[config.mk]
export PLATFORM = sky130hd
export DESIGN_NAME = rom_port_arbiter
export DESIGN_NICKNAME = d
export VERILOG_FILES = /design/src/rtl/rom_port_arbiter.sv
export SDC_FILE = /design/constraint.sdc
export NUM_CORES = 1
export LEC_CHECK = 0
export BUFFER_PORTS_ARGS = -buffer_cell sky130_fd_sc_hd__buf_4
export CAP_MARGIN = 10
export CORE_ASPECT_RATIO = 0.6
export CORE_MARGIN = 2
export CORE_UTILIZATION = 55
export CTS_BUF_LIST = sky130_fd_sc_hd__clkbuf_2
export CTS_CLUSTER_DIAMETER = 100
export DETAILED_ROUTE_END_ITERATION = 10
export PLACE_DENSITY = 0.87
export SETUP_SLACK_MARGIN = 0.5
export SLEW_MARGIN = 25
export SYNTH_ARGS = -nofsm -noshare
export SYNTH_HDL_FRONTEND = slang
export SYNTH_SLANG_ARGS = --single-unit
[constraint.sdc]
create_clock -name MCLK -period 4.65 [get_ports MCLK]
set_input_delay 0.465 -clock MCLK [delete_from_list [all_inputs] [get_ports MCLK]]
set_output_delay 0.465 -clock MCLK [all_outputs]
set_load 0.1 [all_outputs]
[src/rtl/rom_port_arbiter.sv]
// Two-port arbiter for the cartridge ROM/BSRAM port.
// Port A has priority; a starvation counter forces port B through.
module rom_port_arbiter #(
  parameter int ADDR_W     = 24,
  parameter int MEM_LAT    = 4,
  parameter int STARVE_MAX = 8
) (
  input  logic              MCLK,
  input  logic              RESET_N,
  input  logic              a_req,
  input  logic [ADDR_W-1:0] a_addr,
  input  logic              a_we,
  input  logic              a_word,
  input  logic [7:0]        a_d,
  output logic              a_ack,
  output logic [15:0]       a_q,
  input  logic              b_req,
  input  logic [ADDR_W-1:0] b_addr,
  input  logic              b_we,
  input  logic              b_word,
  input  logic [7:0]        b_d,
  output logic              b_ack,
  output logic [15:0]       b_q,
  output logic [ADDR_W-1:0] mem_addr,
  output logic [7:0]        mem_d,
  input  logic [15:0]       mem_q,
  output logic              mem_ce_n,
  output logic              mem_oe_n,
  output logic              mem_we_n,
  output logic              mem_word,
  output logic              busy
);

  localparam int SW = $clog2(STARVE_MAX + 1);
  localparam int LW = (MEM_LAT > 1) ? $clog2(MEM_LAT) : 1;

  typedef enum logic [1:0] {
    IDLE,
    ACCESS,
    DONE
  } state_t;

  state_t          state;
  state_t          state_nxt;
  logic            go;
  logic            pick_b;
  logic            last;
  logic            grant_b;
  logic            we_r;
  logic [LW-1:0]   lat_cnt;
  logic [SW-1:0]   starve_cnt;
  logic [15:0]     rd_q;

  assign last = (lat_cnt == LW'(MEM_LAT - 1));
  assign busy = (state != IDLE);
  assign rd_q = mem_word ? mem_q : {8'h00, mem_q[7:0]};

  always_ff @(posedge MCLK or negedge RESET_N) begin
    if (!RESET_N) state <= IDLE;
    else          state <= state_nxt;
  end

  always_comb begin
    state_nxt = state;
    go        = 1'b0;
    pick_b    = 1'b0;
    unique case (state)
      IDLE: begin
        if (a_req || b_req) begin
          go        = 1'b1;
          pick_b    = b_req &&
                      (!a_req ||
                       starve_cnt == SW'(STARVE_MAX));
          state_nxt = ACCESS;
        end
      end
      ACCESS: if (last) state_nxt = DONE;
      DONE:   state_nxt = IDLE;
      default: state_nxt = IDLE;
    endcase
  end

  always_ff @(posedge MCLK or negedge RESET_N) begin
    if (!RESET_N) begin
      grant_b    <= 1'b0;
      we_r       <= 1'b0;
      lat_cnt    <= '0;
      starve_cnt <= '0;
      a_ack      <= 1'b0;
      b_ack      <= 1'b0;
      a_q        <= 16'h0000;
      b_q        <= 16'h0000;
      mem_addr   <= '0;
      mem_d      <= 8'h00;
      mem_word   <= 1'b0;
      mem_ce_n   <= 1'b1;
      mem_oe_n   <= 1'b1;
      mem_we_n   <= 1'b1;
    end else begin
      a_ack <= 1'b0;
      b_ack <= 1'b0;
      if (go) begin
        grant_b  <= pick_b;
        we_r     <= pick_b ? b_we : a_we;
        mem_addr <= pick_b ? b_addr : a_addr;
        mem_d    <= pick_b ? b_d : a_d;
        mem_word <= pick_b ? b_word : a_word;
        mem_ce_n <= 1'b0;
        mem_oe_n <= pick_b ? b_we : a_we;
        mem_we_n <= pick_b ? ~b_we : ~a_we;
        lat_cnt  <= '0;
        if (pick_b)
          starve_cnt <= '0;
        else if (b_req &&
                 starve_cnt != SW'(STARVE_MAX))
          starve_cnt <= starve_cnt + SW'(1);
      end
      if (state == ACCESS) begin
        lat_cnt <= lat_cnt + LW'(1);
        if (last) begin
          mem_ce_n <= 1'b1;
          mem_oe_n <= 1'b1;
          mem_we_n <= 1'b1;
          if (grant_b) begin
            b_ack <= 1'b1;
            if (!we_r) b_q <= rd_q;
          end else begin
            a_ack <= 1'b1;
            if (!we_r) a_q <= rd_q;
          end
        end
      end
    end
  end

endmodule

==> flow_summary_export.csv <==
group,metric,value,unit
synthesis,ys_seq_area_share,46.4,%
hold_path,hp-class,"input pin to register",
routing,postRouteAntennaNets,0,
global_routing,antenna_found_initial,0,
placed_design,gp_congestion,0.822,
clock_network,cts_tree,"yes",
synthesis,postSynthNetCount,502,
floorplanning,coreArea,7450,um^2
setup_path,crit_required,4180,ps
cells_and_area,nNetsFinal,640,
floorplanning,fp.dieH,72.7,um
cells_and_area,utilization,75.8,%
setup_path,rrSetupSlack,2220,ps
cells_and_area,fillers,533,
setup_path,crit_family,"buffers and inverters",
cells_and_area,seq_area,2010,um^2
routing,first_pass_iters,7,
global_routing,gr-usage-all-layers,28.8,%
synthesis,yosysMostFrequentCell,"dfrtp_1",
setup_path,critPathLaunchType,"register",
synthesis,synth_edf_count,0,
clock_network,insertion_delay,560,ps
sta,fin_crit_sh,59.3,%
placed_design,post-dp-hpwl,8.39,mm
synthesis,synth-main-ff-cell,"dfrtp_1",
synthesis,async_flop_share,100,%
sta,finClkSkew,25.0,ps
cells_and_area,num_antenna_cells,0,
floorplanning,die_w,119,um
sta,setup_tns,0,ps
routing,drt-total-wl,12.1,mm
sta,rsz0062_at_grt,"no",
clock_network,cts_buffers,9,
synthesis,yosysWarningCount,0,
synthesis,syn_area_per_cell,10.5,um^2
synthesis,synth_common_cells,"dfrtp_1 (77), nor2_1 (38), o21ai_0 (35), or3_1 (35), nand2b_1 (34)",
synthesis,synth_cell_types,40,
cells_and_area,fin_cells,657,
sta,setup_violations,0,
sta,slew_headroom,33.4,%
floorplanning,fp-row-count,24,
setup_path,critPathBufInv,3,
global_routing,grt_first_pass_wirelength,19.4,mm
placed_design,place_area,5530,um^2
placed_design,port_buffers,158,
clock_network,htree_levels,3,
cells_and_area,layout-drive-gt1-share,38.7,%
flow_run,drv_cap,0,
setup_path,crit_path_frequent_cell,"buf_4",
global_routing,overflow,0,
setup_path,worstSetupPathType,"register to output pin",
setup_path,worstPathCellList,"buf_4 > nor2_1 > inv_2 > buf_4",
setup_path,worst_path_max_delay_cell,"buf_4",
synthesis,syn-instance-count,411,
placed_design,dpl.cell_count,641,
cells_and_area,fin_area,5650,um^2
clock_network,clk_pin_slew,200,ps
synthesis,yosys-top-cells-area,"dfrtp_1 (45%), o2111a_1 (8.6%), nor4b_1 (6.7%)",
routing,drcViolationCount,0,
run_status,status,"complete, no violations",
routing,via_per_inst,6.00,
synthesis,synth_area_leader_cell,"dfrtp_1",
cells_and_area,area_growth,30.5,%
routing,num_vias,3944,
sta,fmaxAchievable,0.362,GHz
floorplanning,fp.dieArea,8620,um^2
routing,dr.first_iter.drc_count,302,
synthesis,yosysTopAreaCellShare,44.5,%
sta,drv_slew,0,
setup_path,cp.arrival,2290,ps
clock_network,clockRootBuffer,"clkbuf_2",
setup_path,worstPathMaxFanout,38,
cells_and_area,multi_input_area,2140,um^2
floorplanning,ioPinCount,159,
sta,worstMarginPinSlew,993,ps
routing,routedWlPerCell,18.5,um
setup_path,endpoint_kind,"output pin",
synthesis,ys_ff_latch,80,
sta,period_minus_slack,2760,ps
floorplanning,initial_utilization,58.1,%
synthesis,synth_area,4330,um^2
sta,finalHoldViolCount,0,
clock_network,clock_path_buffers,2,
clock_network,cts.sinks,80,
setup_path,critPathMaxStageDelay,400,ps
global_routing,grt_pass1_vias,3829,
global_routing,grt_max_degree,81,
## area by class of cell
type	count	share of cell area, %
clock buffer	10	0.886
inverter	8	0.532
clock inverter	5	0.864
multi-input combinational	286	38.0
timing repair buffer	164	21.9
sequential	80	35.5
tap	104	2.30
## path summary, 6_finish.rpt
check / startpoint / to / cells after the start
hold reg to reg: mem_ce_n$_DFF_PN1_ / mem_ce_n$_DFF_PN1_ / 2
hold / removal: mem_q[5] / b_q[5]$_DFFE_PN0P_ / 2
setup / recovery: state[1]$_DFFE_PN0P_ / busy / 4
max in group asynchronous: RESET_N / a_q[7]$_DFFE_PN0P_ / 2
setup reg to reg: state[1]$_DFFE_PN0P_ / mem_addr[2]$_DFFE_PN0P_ / 6
min in group asynchronous: RESET_N / a_q[1]$_DFFE_PN0P_ / 2
## layout by cell type, fill, tap and decap left out, types with 3 or more instances in the layout
cell / count
buf_4: 162
dfrtp_1: 77
nor2_1: 38
o21ai_0: 35
or3_1: 35
nand2b_1: 34
nor4b_1: 33
o2111a_1: 33
mux2_2: 22
mux2_4: 10
clkbuf_2: 10
and2_1: 9
inv_1: 6
nand2_1: 5
a21oi_1: 3
nand3_1: 3
ha_1: 3
clkinv_2: 3
dfstp_2: 3
## kinds of logic after synthesis
group / Yosys count / synth area share [%]
muxes: 32 / 9.20
AOI/OAI and AO/OA: 85 / 15.6
adders and majority gates: 3 / 0.868
and+or+nand+nor: 166 / 23.7
DFF: 80 / 46.4
buffers and inverters: 45 / 4.22
## state kept, by name, indices dropped and copies added (netlist names), 2 cells and up
name        cells
mem_addr       24
lat_cnt         2
a_q            16
b_q            16
mem_d           8
starve_cnt      4
state           2
## through the flow
step                      setup WS (ps)  hold WS (ps)
after floorplan                    2480           169
after global placement             2220           478
after detailed placement           2290           478
after CTS                          1860          59.7
after global routing               1750          82.4
final                              1890           142
## worst register-to-register path, cell delays in order, from the launching register on
cell and delay (ps):
dfrtp_1 420, buf_4 270, nor2_1 440, inv_2 280
buf_4 350, or3_1 440, o2111a_1 150
## repair_timing
action                                 in CTS  in global routing
setup buffers                               0                  0
hold buffers                                0                  1
endpoints found under the hold margin       0                 77
gates resized for setup                     0                  0
## routing by layer
metal  track usage [%]  share of wire [%]
met5                 0                  0
met4              7.80                1.3
met3              7.19                7.1
met2              46.0                 48
met1              39.8                 43
Power is left out: the tool's default activity adds up to more than one toggle a clock period on the data nets, which glitch-free logic cannot reach.
